$ cat src/rtl/triangle_scheduler.sv
// rtl/triangle_scheduler.sv - triangle FIFO and issue scheduler feeding the Rasteriser
// Queues vertex sets, issues one at a time, and tracks per-frame completion.
module triangle_scheduler #(
    parameter int DEPTH   = 4,
    parameter int COORD_W = 16
) (
    input  logic                     clk,
    input  logic                     reset,
    input  logic                     tri_valid,
    output logic                     tri_ready,
    input  logic [6*COORD_W-1:0]     tri_coords,
    input  logic                     tri_last,
    output logic                     opcode_received,
    output logic [COORD_W-1:0]       x1,
    output logic [COORD_W-1:0]       y1,
    output logic [COORD_W-1:0]       x2,
    output logic [COORD_W-1:0]       y2,
    output logic [COORD_W-1:0]       x3,
    output logic [COORD_W-1:0]       y3,
    input  logic                     next_triangle,
    output logic                     frame_ready,
    output logic                     busy,
    output logic [7:0]               tri_count,
    output logic [$clog2(DEPTH):0]   fifo_level
);

    localparam int PW = $clog2(DEPTH);
    localparam int EW = 6 * COORD_W + 1;

    typedef enum logic [1:0] {
        S_IDLE       = 2'd0,
        S_ISSUE      = 2'd1,
        S_WAIT       = 2'd2,
        S_FRAME_DONE = 2'd3
    } state_t;

    state_t                r_state;
    state_t                w_next_state;

    logic [EW-1:0]         r_mem [DEPTH];
    logic [PW-1:0]         r_wr_ptr;
    logic [PW-1:0]         r_rd_ptr;
    logic [PW:0]           r_level;
    logic [6*COORD_W-1:0]  r_coords;
    logic                  r_cur_last;
    logic [7:0]            r_tri_count;

    logic                  w_full;
    logic                  w_empty;
    logic                  w_push;
    logic                  w_pop;

    // Full is judged on the registered level only, so a same-cycle pop never reopens the input.
    assign w_full  = (r_level == (PW+1)'(DEPTH));
    assign w_empty = (r_level == '0);
    assign w_push  = tri_valid && !w_full;
    assign w_pop   = (r_state == S_IDLE) && !w_empty;

    always_ff @(posedge clk) begin
        if (w_push) begin
            r_mem[r_wr_ptr] <= {tri_coords, tri_last};
        end
    end

    always_ff @(posedge clk) begin
        if (reset) begin
            r_wr_ptr <= '0;
            r_rd_ptr <= '0;
            r_level  <= '0;
        end else begin
            if (w_push) begin
                r_wr_ptr <= r_wr_ptr + 1'b1;
            end
            if (w_pop) begin
                r_rd_ptr <= r_rd_ptr + 1'b1;
            end
            case ({w_push, w_pop})
                2'b10:   r_level <= r_level + 1'b1;
                2'b01:   r_level <= r_level - 1'b1;
                default: r_level <= r_level;
            endcase
        end
    end

    always_ff @(posedge clk) begin
        if (reset) begin
            r_state <= S_IDLE;
        end else begin
            r_state <= w_next_state;
        end
    end

    always_comb begin
        w_next_state = r_state;
        case (r_state)
            S_IDLE:       if (!w_empty) w_next_state = S_ISSUE;
            S_ISSUE:      w_next_state = S_WAIT;
            S_WAIT:       if (next_triangle) w_next_state = r_cur_last ? S_FRAME_DONE : S_IDLE;
            S_FRAME_DONE: w_next_state = S_IDLE;
            default:      w_next_state = S_IDLE;
        endcase
    end

    always_comb begin
        opcode_received = 1'b0;
        frame_ready     = 1'b0;
        busy            = 1'b1;
        case (r_state)
            S_IDLE:       busy = 1'b0;
            S_ISSUE:      opcode_received = 1'b1;
            S_FRAME_DONE: frame_ready = 1'b1;
            default:      busy = 1'b1;
        endcase
    end

    always_ff @(posedge clk) begin
        if (reset) begin
            r_coords    <= '0;
            r_cur_last  <= 1'b0;
            r_tri_count <= '0;
        end else begin
            if (w_pop) begin
                {r_coords, r_cur_last} <= r_mem[r_rd_ptr];
            end
            if (r_state == S_WAIT && next_triangle && r_tri_count != 8'hFF) begin
                r_tri_count <= r_tri_count + 8'd1;
            end else if (r_state == S_FRAME_DONE) begin
                r_tri_count <= '0;
            end
        end
    end

    assign {x1, y1, x2, y2, x3, y3} = r_coords;
    assign tri_ready  = !w_full;
    assign tri_count  = r_tri_count;
    assign fifo_level = r_level;

endmodule

$ cat config.mk
export PLATFORM = sky130hd
export DESIGN_NAME = triangle_scheduler
export DESIGN_NICKNAME = d
export VERILOG_FILES = /design/src/rtl/triangle_scheduler.sv
export SDC_FILE = /design/constraint.sdc
export NUM_CORES = 1
export LEC_CHECK = 0
export CORE_MARGIN = 2
export CORE_UTILIZATION = 50
export CTS_CLUSTER_SIZE = 40
export DETAILED_ROUTE_END_ITERATION = 10
export PLACE_DENSITY_LB_ADDON = 0.3
export SLEW_MARGIN = 10
export SYNTH_ARGS = -nofsm -noshare
export SYNTH_HDL_FRONTEND = slang
export SYNTH_SLANG_ARGS = --single-unit
$ cat constraint.sdc
create_clock -name clk -period 3.6 [get_ports clk]
set_clock_uncertainty 0.2 [all_clocks]
set_input_delay 0.72 -clock clk [delete_from_list [all_inputs] [get_ports clk]]
set_output_delay 0.72 -clock clk [all_outputs]
set_load 0.02 [all_outputs]
# After elaboration in Yosys (flattened, before gate mapping)
# Memories as Yosys holds them, arrays and structs flattened. A register that Yosys moved wholly into a read port is not among the register bits.
# Index checks and enable logic that the tools add are counted.
# W data, S select, Z words.
[totals]
output_inout_bits = 111
reg_bits = 17
word_cells = 43
mem_count = 1
mem_bits_rw = 388
[mem_list]
columns = ["memory", "words", "word_bits", "rd", "rd_ports_with_merged_regs", "write_ports", "line_no", "text"]
rows = [
  ["r_mem", 4, 97, 1, 1, 1, "40", "logic [EW-1:0] r_mem [DEPTH];"],
]
[classes]
n_mux = 12
eq_ne = 9
reduce_logical = 11
n_addsub = 5
[ops]
columns = ["cell", "count"]
rows = [
  ["$mux W8", 2],
  ["$add A8 B1 Y8 const B", 1],
  ["$ne A8 B8 Y1 const B", 1],
  ["$pmux W2 S4", 1],
  ["$eq A2 B2 Y1 const B", 3],
  ["$mux W2", 3],
  ["$pmux W3 S2", 1],
  ["$mux W1", 5],
  ["$add A2 B1 Y2 const B", 2],
  ["$eq A2 B1 Y1 const B", 2],
  ["$logic_and A1 B1 Y1", 4],
  ["$ne A2 B2 Y1 const B", 2],
  ["$reduce_bool A2 Y1", 2],
  ["$add A3 B1 Y3 const B", 1],
  ["$eq A3 B3 Y1 const B", 1],
  ["$logic_not A3 Y1", 1],
  ["$sub A3 B1 Y3 const B", 1],
  ["$logic_not A1 Y1", 2],
  ["$logic_not A2 Y1", 1],
  ["$reduce_and A2 Y1", 1],
]

# Longest topological paths before layout
# Gate-level depths: netlist (run 1).
[depth]
word_depth = 5
mapped_depth = 11

# Least setup slack after synthesis (run 1)
# OpenSTA, ideal clock, no wires.
[synth_timing]
kind = "register -> register"
start = "register r_level[0], in the netlist fifo_level[0]"
end = "memory r_mem[0][0] (netlist bit) (enable)"
stages_incl_launch_ff = 3
n_path_buf = 0
path_slack_ns = -0.220
synth_period_minus_slack_ns = 3.820
required_ns = 2.932
arrival_ns = 3.153
cell_sequence = "dfxtp_1 -> or3b_1 -> and3_1"
[synth_via]
elab_chain_cells = 5
[synth_rtl]
columns = ["item", "line_no", "text"]
rows = [
  ["start: declaration", "43", "logic [PW:0] r_level;"],
  ["start signal: assignment", "78", "2'b10: r_level <= r_level + 1'b1;"],
  ["start signal: assignment", "79", "2'b01: r_level <= r_level - 1'b1;"],
  ["start signal: assignment", "80", "default: r_level <= r_level;"],
  ["$eq A3 B3 Y1", "54", "assign w_full = (r_level == (PW+1)'(DEPTH));"],
  ["$logic_not A1 Y1", "n/a", ""],
  ["via tri_ready", "10", "output logic tri_ready,"],
  ["$logic_and A1 B1 Y1", "56", "assign w_push = tri_valid && !w_full;"],
  ["$mux W1", "60", "if (w_push) begin"],
  ["$mux W1 (implied by the code)", "61", "r_mem[r_wr_ptr] <= {tri_coords, tri_last};"],
  ["end: declaration", "40", ""],
]
# The timed path passes the listed nets, and every way through them passes these cells.

# Worst setup path after layout (run 1)
[layout_timing]
start = "register r_level[2], in the netlist fifo_level[2]"
end = "output port tri_ready"
[layout_via]
elab_chain_cells = 2
[layout_rtl]
columns = ["item", "line_no", "text"]
rows = [
  ["$eq A3 B3 Y1", "54", ""],
  ["$logic_not A1 Y1", "134", "assign tri_ready = !w_full;"],
  ["end: declaration", "10", ""],
]
# Every way passes these cells.

==> flow_metrics.env, run 1 <==
export IMPL_synth_cells=1043
export IMPL_yosysUniqueCellTypes=42
export IMPL_ctsResizeCount=0
export IMPL_yosysTopAreaCellShare_pct=63.7
export IMPL_drc_errors=0
export IMPL_p_switching_mw=5.43
export IMPL_routedWlPerCell_um=20.7
export IMPL_drt_pass1_iter_count=5
export IMPL_worstReg2RegEnd="fifo_level[2]"
export IMPL_leakage_nw=7.33
export IMPL_outcome="finished, final reports clean"
export IMPL_switching_share_pct=30.3
export IMPL_numCtsBuffers=50
export IMPL_avgSynthCellArea_um2=17.5
export IMPL_postLayoutCoreUtil_pct=62.1
export IMPL_synthTopCellsByArea="edfxtp_1 (64%), dfxtp_1 (12%), mux4_2 (12%), nand2_1 (4.1%), a21oi_1 (2.9%)"
export IMPL_grt_max_degree=98
export IMPL_hold_buffers=0
export IMPL_cts_tree="built"
export IMPL_worstMarginPinSlew_ns=0.900
export IMPL_dp_hpwl_um=21900
export IMPL_hold_violations=0
export IMPL_placed_area_um2=20900
export IMPL_p_int_mw=12.5
export IMPL_fin_cells=1777
export IMPL_overflow=0
export IMPL_power_mw=17.9
export IMPL_dp_cells=1685
export IMPL_gp_congestion=0.774
export IMPL_antenna_found_initial=4
export IMPL_die_area_um2=38100
export IMPL_ys_seq_elements=502
export IMPL_fin_nets=1377
export IMPL_setup_viol=0
export IMPL_endpoint_kind="output pin"
export IMPL_cp_max_fo=6
export IMPL_yosys_warnings=0
export IMPL_clock_root_buffer="clkbuf_16"
export IMPL_synth_fp_nets=1151
export IMPL_cts_max_path_buffers=3
export IMPL_p_per_area_nw_per_um2=795
export IMPL_grt_pass1_vias=10200
export IMPL_grt_pass1_wl_um=57300
export IMPL_drive_gt1_share_pct=15.4
export IMPL_cts_reportedPaths_clkPinSlew_ns=0.06
export IMPL_worst_setup_path_type="reg2out"
export IMPL_vias_per_cell=5.45
export IMPL_hold_class="reg2reg"
export IMPL_initial_core_util_pct=50.3
export IMPL_postRouteAntennaNets=0
export IMPL_arrival_ns=1.98
export IMPL_finalCritPeriodShare_pct=80.7
export IMPL_post_route_min_period_ns=2.90
export IMPL_fin_tns_setup_ns=0
export IMPL_grtUsageTotal_pct=19.7
export IMPL_rr_startpoint="r_state[1]"
export IMPL_power_frac_clock_pct=28.4
export IMPL_rsz0062_at_grt="no"
export IMPL_maxCapViolations=0
export IMPL_worstSkewPairLatency_ns=0.55
export IMPL_combPwrFrac_pct=28.4
export IMPL_wirelength_um=36800
export IMPL_worstSetupEndpoint="tri_ready"
export IMPL_io_pin_count=212
export IMPL_cts_num_sinks=502
export IMPL_max_freq_mhz=344
export IMPL_netlist_area_um2=18300
export IMPL_slew_violations=0
export IMPL_synth_area_leader_cell="edfxtp_1"
export IMPL_vias=9685
export IMPL_fp_dieH_um=195
export IMPL_vdd_drop_max_mv=0.561
export IMPL_r2r_cells=9
export IMPL_startpoint="fifo_level[2]"
export IMPL_cts_htree_levels=2
export IMPL_ys_seq_area_share_pct=76.2
export IMPL_slew_limit_headroom_pct=40.0
export IMPL_io_buffers=211
export IMPL_reg2reg_slack_ns=0.76
export IMPL_cp_required_ns=2.68
export IMPL_postLayoutCellArea_um2=22600
export IMPL_drt_first_iter_violations=458
export IMPL_area_growth_syn_to_layout_pct=23.4
export IMPL_p_seq_share_pct=43.2
export IMPL_core_um2=36300
export IMPL_rows=70
export IMPL_cts_setup_buffers=0
export IMPL_die_width_um=195
export IMPL_start_kind="register"
## worst min-delay path by stage
stage	startpoint	slack, ns	cells past startpoint	end
2_1_floorplan	r_cur_last	0.24	2	r_cur_last
3_3_place_gp	r_coords[7]	0.24	2	r_coords[7]
3_5_place_dp	r_coords[16]	0.25	2	r_coords[16]
4_1_cts	r_coords[16]	0.25	2	r_coords[16]
5_1_grt	r_coords[23]	0.27	2	r_coords[23]
6_report	r_coords[30]	0.25	2	r_coords[30]
## placed cells by master, fill, tap and decap left out, drive strengths merged, types with 2 or more instances in the layout
master,count
nor3,2
edfxtp,388
nand3,9
dfxtp,114
nand4,2
ha,6
a31oi,3
bufinv,5
nor2b,2
buf,21
and3,5
or3,2
nor2,10
nand3b,3
xor2,3
clkbuf,69
clkdlybuf4s50,210
nand2,200
mux4,97
inv,10
a21oi,107
nand2b,2
xnor2,2
and2,2
clkinv,16
o21ai,4
## critical path, cell delays in order, from the launching register on
cell and delay [ns]:
dfxtp_1 0.39, or3b_1 0.47, clkdlybuf4s50_1 0.59
## power by group through the flow
stage / sequential (mW) / clock [mW] / combinational [mW]
global placement: 7.85 / 0 / 5.12
detailed placement: 7.88 / 0 / 5.19
finish: 7.75 / 5.09 / 5.10
global route: 7.87 / 5.42 / 5.54
CTS: 7.77 / 5.20 / 5.21
floorplan: 8.33 / 0 / 2.69
## state kept, by name, summed over array words and instances (netlist names)
register / count
r_coords: 96
tri_count: 8
r_state: 2
r_wr_ptr: 2
r_mem: 388
r_rd_ptr: 2
fifo_level: 3
r_cur_last: 1
## per-layer routing
| metal | global-route usage, % | part of all wire, % |
|---|---|---|
| met2 | 33.4 | 49 |
| met5 | 0 | 0.12 |
| met1 | 25.9 | 43 |
| met4 | 4.58 | 1.7 |
| met3 | 4.75 | 6.1 |
## area by class of cell
class,count,area (µm²)
well taps,468,586
flip-flops and latches,502,13900
inverters,10,40.0
multi-input cells,474,4010
clock inverters,22,241
clock buffers,69,1380
diodes,1,2.50
fillers,2648,13800
repair buffers,231,2370
## metrics by stage
stage	hold slack (ns)	setup slack, ns
6_report	0.252	0.696
5_1_grt	0.274	0.580
4_1_cts	0.255	0.674
3_5_place_dp	0.246	0.571
3_3_place_gp	0.242	0.608
2_1_floorplan	0.244	0.871
## cells in the mapped netlist (all sizes together)
master,count
a41oi,1
o21ai,4
and2,2
or2,1
buf,43
nand2b,2
ha,6
clkbuf,14
or3,2
a31oi,3
nand4,2
clkinv,1
o2111ai,1
o21bai,1
a21oi,107
or3b,1
nor2b,2
nand4b,1
dfxtp,114
or4,1
nand3,9
and4,1
inv,9
mux4,97
nor2,10
nor3,2
o31ai,1
xnor2,2
o21a,1
a221oi,1
fa,1
nand3b,3
o211ai,1
nand2,200
xor2,3
edfxtp,388
and3,5
## cells by family (layout without fill, tap and decap cells)
kind of cell | count (synthesis) | count (layout) | synth area share (%)
buffers and inverters | 67 | 332 | 2.09
other | 0 | 1 | 0
AO/OA/AOI/OAI | 121 | 121 | 3.51
AND/OR/NAND/NOR | 244 | 244 | 5.53
XOR/XNOR | 5 | 5 | 0.239
flip-flops | 502 | 502 | 76.2
multiplexers | 97 | 97 | 11.9
adder cells (fa/ha/maj) | 7 | 7 | 0.520
(Power assumes the default switching activity.)
==> run 2, diff against run 1 <==
==> constraint.sdc (replaced) <==
create_clock -name clk -period 2.4 [get_ports clk]
set_clock_uncertainty 0.2 [all_clocks]
set_input_delay 0.48 -clock clk [delete_from_list [all_inputs] [get_ports clk]]
set_output_delay 0.48 -clock clk [all_outputs]
set_load 0.02 [all_outputs]
==> run 2 against run 1 <==
- worst hold slack worse by 0.15 ns
- highest routed layer unchanged
- largest cell class unchanged
- flip-flop and latch count did not move
- via count is 0.73% higher
==> flow_metrics.env, run 2 (same netlist as run 1, synthesis figures left out) <==
export IMPL_cts_tree="built"
export IMPL_cts_htree_levels=2
export IMPL_reg2reg_slack_ns=0.04
export IMPL_drt_pass1_iter_count=4
export IMPL_post_route_min_period_ns=2.36
export IMPL_final_cell_mix="edfxtp_1 (388), clkdlybuf4s50_1 (203), nand2_1 (200), dfxtp_1 (109), a21oi_1 (106)"
export IMPL_outcome="finished, final reports clean"
export IMPL_cts_num_sinks=502
export IMPL_fin_nets=1399
export IMPL_grt_max_degree=99
export IMPL_fin_tns_setup_ns=0
export IMPL_grt_pass1_wl_um=58100
export IMPL_initial_core_util_pct=50.3
export IMPL_area_growth_syn_to_layout_pct=25.3
export IMPL_cts_max_path_buffers=3
export IMPL_max_freq_mhz=424
export IMPL_core_um2=36300
export IMPL_holdPathStages=2
export IMPL_vdd_drop_max_mv=0.900
export IMPL_postRouteAntennaNets=0
export IMPL_worst_setup_path_type="reg2reg"
export IMPL_rsz0062_at_grt="yes"
export IMPL_hold_violations=0
export IMPL_drt_first_iter_violations=610
export IMPL_worstMarginPinSlew_ns=0.552
export IMPL_dp_cells=1707
export IMPL_fin_cells=1800
export IMPL_drive_gt1_share_pct=17.7
export IMPL_io_buffers=211
export IMPL_gp_congestion=0.795
export IMPL_largest_register="r_mem"
export IMPL_setup_viol=0
export IMPL_drc_errors=0
export IMPL_largest_register_ffs=388
export IMPL_leakage_nw=7.51
export IMPL_use_met1_pct=27.2
export IMPL_worstSkewPairLatency_ns=0.57
export IMPL_rr_startpoint="fifo_level[1]"
export IMPL_max_stage_delay_ns=0.39
export IMPL_grtUsageTotal_pct=20.2
export IMPL_grt_use_met3_pct=4.35
export IMPL_wirelength_um=37700
export IMPL_cp_required_ns=2.69
export IMPL_antenna_found_initial=2
export IMPL_top_usage_layer="met2"
export IMPL_dp_hpwl_um=21800
export IMPL_endpoint_kind="register"
export IMPL_cts_reportedPaths_clkPinSlew_ns=0.06
export IMPL_vias=9756
export IMPL_cp_max_fo=2
export IMPL_cts_setup_buffers=0
export IMPL_worstReg2RegEnd="fifo_level[2]"
export IMPL_r2r_cells=9
export IMPL_maxCapViolations=0
export IMPL_p_per_area_nw_per_um2=1190
export IMPL_io_pin_count=212
export IMPL_rows=70
export IMPL_die_area_um2=38100
export IMPL_final_common_cell="edfxtp_1"
export IMPL_cp_cell_sequence="or3b_4, and2_4, inv_4, ha_4, inv_2, fa_2, xor2_1, or3_1, a21oi_2"
export IMPL_fp_dieH_um=195
export IMPL_power_mw=27.2
export IMPL_hold_class="in2reg"
export IMPL_crit_slowest_cell="or3b_4"
export IMPL_vias_per_cell=5.42
export IMPL_finalCritPeriodShare_pct=98.4
export IMPL_arrival_ns=2.65
export IMPL_grt_pass1_vias=9951
export IMPL_clock_root_buffer="clkbuf_16"
export IMPL_slew_limit_headroom_pct=63.2
export IMPL_use_met2_pct=34.0
export IMPL_slew_violations=0
export IMPL_hp_start="reset"
export IMPL_start_kind="register"
export IMPL_routedWlPerCell_um=21.0
export IMPL_numCtsBuffers=50
export IMPL_die_width_um=195
export IMPL_overflow=0
export IMPL_holdPathEnd="r_coords[25]"
run 2: changes by cell type in the layout (fill, tap and decap cells not counted), moves of 3 or more:
cell / before / now
buf_12: 9 / 24
buf_4: 12 / 19
clkbuf_1: 13 / 20
clkdlybuf4s50_1: 210 / 203
clkinv_1: 6 / 1
dlygate4sd2_1: 0 / 5
dfxtp_1: 112 / 109
dfxtp_2: 0 / 3
run 2: layout make-up:
type	instances	area [µm²]
Antenna cell	1	2.50
Clock buffer	76	1420
Clock inverter	16	170
Fill cell	2624	13400
Inverter	10	42.5
Multi-Input combinational cell	474	4040
Sequential cell	502	13900
Tap cell	468	586
Timing Repair Buffer	253	2720
run 2: worst max-delay path, delay by kind of cell (launching register included):
kind,cells,cell delay [ns]
AND/OR/NAND/NOR,3,0.93
adder cells (fa/ha/maj),2,0.45
flip-flops,1,0.32
XOR/XNOR,1,0.15
AO/OA/AOI/OAI,1,0.15
buffers and inverters,2,0.09
run 2: what timing repair did:
| item | in CTS | in global routing |
|---|---|---|
| endpoints found under the hold margin | 0 | 0 |
| endpoints found under the setup margin | 7 | 4 |
| hold buffers | 0 | 0 |
| pin swaps | 2 | 4 |
| resized for setup | 14 | 7 |
run 2: stage by stage:
step | cell area, µm² | hold slack, ns | utilization [%] | setup slack, ns
after floorplan | 18300 | 0.244 | - | -0.138
after global placement | 21300 | 0.240 | 58.6 | -0.201
after detailed placement | 21300 | 0.246 | 58.6 | -0.262
after global routing | 22900 | 0.0923 | 63.1 | -0.0221
final | 22900 | 0.107 | 63.1 | 0.0391
after CTS | 22900 | 0.0770 | 63.0 | 0.00316
run 2: how the worst max path moves through the flow:
stage / cells past startpoint / slack, ns / from / to
6_report: 9 / 0.04 / fifo_level[1] / fifo_level[2]
5_1_grt: 9 / -0.02 / fifo_level[1] / fifo_level[2]
4_1_cts: 3 / 0.003 / fifo_level[1] / tri_ready
3_5_place_dp: 9 / -0.26 / tri_valid / fifo_level[2]
3_3_place_gp: 9 / -0.20 / tri_valid / fifo_level[2]
2_1_floorplan: 2 / -0.14 / fifo_level[2] / r_mem[0][0]
run 2: layer usage:
metal / part of all wire, % / vias to the layer above
met5: 0.024 / -
met4: 1.9 / 2
met3: 6.1 / 56
met2: 50 / 263
met1: 42 / 4943
li1: - / 4492
run 2: where the power goes:
| group | internal, mW | total (mW) | switching, mW |
|---|---|---|---|
| clock | 4.41 | 7.51 | 3.11 |
| sequential | 10.9 | 11.6 | 0.667 |
| combinational | 3.57 | 8.11 | 4.53 |
| total | 18.9 | 27.2 | 8.31 |
==> run 3, diff against run 2 <==
--- a/config.mk
+++ b/config.mk
@@ -5,6 +5,7 @@
 export SDC_FILE = /design/constraint.sdc
 export NUM_CORES = 1
 export LEC_CHECK = 0
+export CORE_ASPECT_RATIO = 0.7
 export CORE_MARGIN = 2
 export CORE_UTILIZATION = 50
 export CTS_CLUSTER_SIZE = 40
==> run 3 against run 2 <==
- worst hold slack gained 0.016 ns
- power shrank 1.7%
- worst setup slack gained 0.026 ns
- critical path type unchanged
- cell count grew 0.28%
- clock power shrank 5.3%
- wire length grew 0.42%
- critical endpoint unchanged
- combinational power is essentially flat
- fmax grew 1.1%
- first-iteration DRC count grew 12%
==> flow_metrics.env, run 3 (same netlist as run 1, synthesis figures left out) <==
export IMPL_postRouteAntennaNets=0
export IMPL_core_um2=36000
export IMPL_max_freq_mhz=428
export IMPL_cts_htree_levels=2
export IMPL_outcome="finished, final reports clean"
export IMPL_grtUsageTotal_pct=20.2
export IMPL_vias=9678
export IMPL_hp_start="reset"
export IMPL_rsz0062_at_grt="no"
export IMPL_p_per_area_nw_per_um2=1180
export IMPL_power_mw=26.7
export IMPL_worstMarginPinSlew_ns=0.538
export IMPL_vias_per_cell=5.36
export IMPL_gp_congestion=0.768
export IMPL_overflow=0
export IMPL_rows=58
export IMPL_clock_root_buffer="clkbuf_16"
export IMPL_power_frac_clock_pct=26.6
export IMPL_hold_buffers=0
export IMPL_fin_cells=1805
export IMPL_numCtsBuffers=47
export IMPL_drt_pass1_iter_count=4
export IMPL_largest_register="r_mem"
export IMPL_final_common_cell="edfxtp_1"
export IMPL_fin_nets=1392
export IMPL_cts_reportedPaths_clkPinSlew_ns=0.06
export IMPL_slew_violations=0
export IMPL_die_area_um2=38200
export IMPL_fp_dieH_um=164
export IMPL_drc_errors=0
export IMPL_drive_gt1_share_pct=16.8
export IMPL_die_width_um=233
export IMPL_endpoint_kind="register"
export IMPL_grt_max_degree=99
export IMPL_slew_limit_headroom_pct=64.1
export IMPL_worst_setup_path_type="reg2reg"
export IMPL_maxCapViolations=0
export IMPL_largest_register_ffs=388
export IMPL_dp_cells=1713
export IMPL_start_kind="register"
export IMPL_area_growth_syn_to_layout_pct=24.2
export IMPL_rr_startpoint="fifo_level[1]"
export IMPL_grt_pass1_vias=9937
export IMPL_hold_violations=0
export IMPL_antenna_found_initial=3
export IMPL_initial_core_util_pct=50.8
export IMPL_switching_share_pct=30.9
export IMPL_cts_num_sinks=502
export IMPL_worstSkewPairLatency_ns=0.56
export IMPL_cp_max_fo=2
export IMPL_arrival_ns=2.62
export IMPL_vdd_drop_max_mv=1.08
export IMPL_grt_pass1_wl_um=57900
export IMPL_cts_tree="built"
export IMPL_combPwrFrac_pct=30.4
export IMPL_io_buffers=211
export IMPL_routedWlPerCell_um=21.0
export IMPL_leakage_nw=7.43
export IMPL_finalCritPeriodShare_pct=97.3
export IMPL_drt_first_iter_violations=683
export IMPL_post_route_min_period_ns=2.34
export IMPL_hold_class="in2reg"
export IMPL_p_seq_share_pct=43.0
export IMPL_p_int_mw=18.5
export IMPL_setup_viol=0
export IMPL_dp_hpwl_um=21800
export IMPL_p_switching_mw=8.27
export IMPL_cp_required_ns=2.68
export IMPL_cts_max_path_buffers=3
export IMPL_final_cell_mix="edfxtp_1 (388), clkdlybuf4s50_1 (201), nand2_1 (200), dfxtp_1 (109), a21oi_1 (107)"
export IMPL_wirelength_um=37900
export IMPL_startpoint="fifo_level[1]"
export IMPL_io_pin_count=212
-- run 3: cell types whose count changed in the layout (fill, tap and decap cells not counted), sizes merged --
cell | before | now
clkinv | 10 | 8
buf | 44 | 40
dlymetal6s2s | 1 | 2
inv | 11 | 13
bufinv | 3 | 2
clkdlybuf4s50 | 203 | 201
diode | 1 | 2
clkbuf | 76 | 74
-- run 3: final cells by class --
| type | instances | area, µm² |
|---|---|---|
| clock buffer | 73 | 1320 |
| clock inverter | 15 | 139 |
| fill | 2604 | 13300 |
| inverter | 10 | 40.0 |
| timing repair buffer | 249 | 2630 |
| tap | 480 | 601 |
| multi-input combinational | 474 | 4030 |
| sequential | 502 | 13900 |
| antenna | 2 | 5.00 |
-- run 3: layer usage --
metal  GRT usage, %  routed length (µm)
met5              0                  13
met2           33.1               18300
met1           27.8               16500
met3           4.72                2310
met4           4.98                 722
-- run 3: timing repair --
item                       in CTS  in global routing
pin swaps                       1                  2
gates resized for setup        12                  7
buffers inserted                1                  1
setup endpoints to repair       8                  5
-- run 3: worst paths after layout --
check                                endpoint  slack, ns  cells past startpoint
worst max-delay path            fifo_level[2]       0.06                      9
worst min-delay path             r_coords[48]       0.12                      2
worst max register to register  fifo_level[2]       0.06                      9
worst min register to register   r_coords[34]       0.25                      2
-- run 3: critical path: stages (launching register included) --
cell	delay, ns
dfxtp_2	0.32
or3b_4	0.40
and2_4	0.17
inv_2	0.06
ha_4	0.12
inv_1	0.05
fa_2	0.32
xor2_1	0.15
or3_1	0.31
a21oi_1	0.15
-- run 3: stage by stage --
step           util, %  instance area, µm²  hold slack (ns)  setup WS [ns]  TNS, ns
4_1_cts           63.0               22700           0.0996        -0.0212  -0.0212
5_1_grt           63.1               22700            0.114        0.00427        0
6_report          63.1               22700            0.123         0.0646        0
3_5_place_dp      59.0               21200            0.246         -0.200   -0.200
3_3_place_gp      59.0               21200            0.242         -0.184   -0.184
2_1_floorplan        -               18300            0.244         -0.138   -53.57
-- run 3: power by group through the flow --
stage / clock (mW) / sequential, mW / combinational [mW]
after floorplan: 0 / 12.5 / 4.04
after global placement: 0 / 11.6 / 8.13
after detailed placement: 0 / 11.7 / 8.22
after CTS: 7.28 / 11.5 / 8.26
after global routing: 7.65 / 11.6 / 8.79
final: 7.11 / 11.5 / 8.11
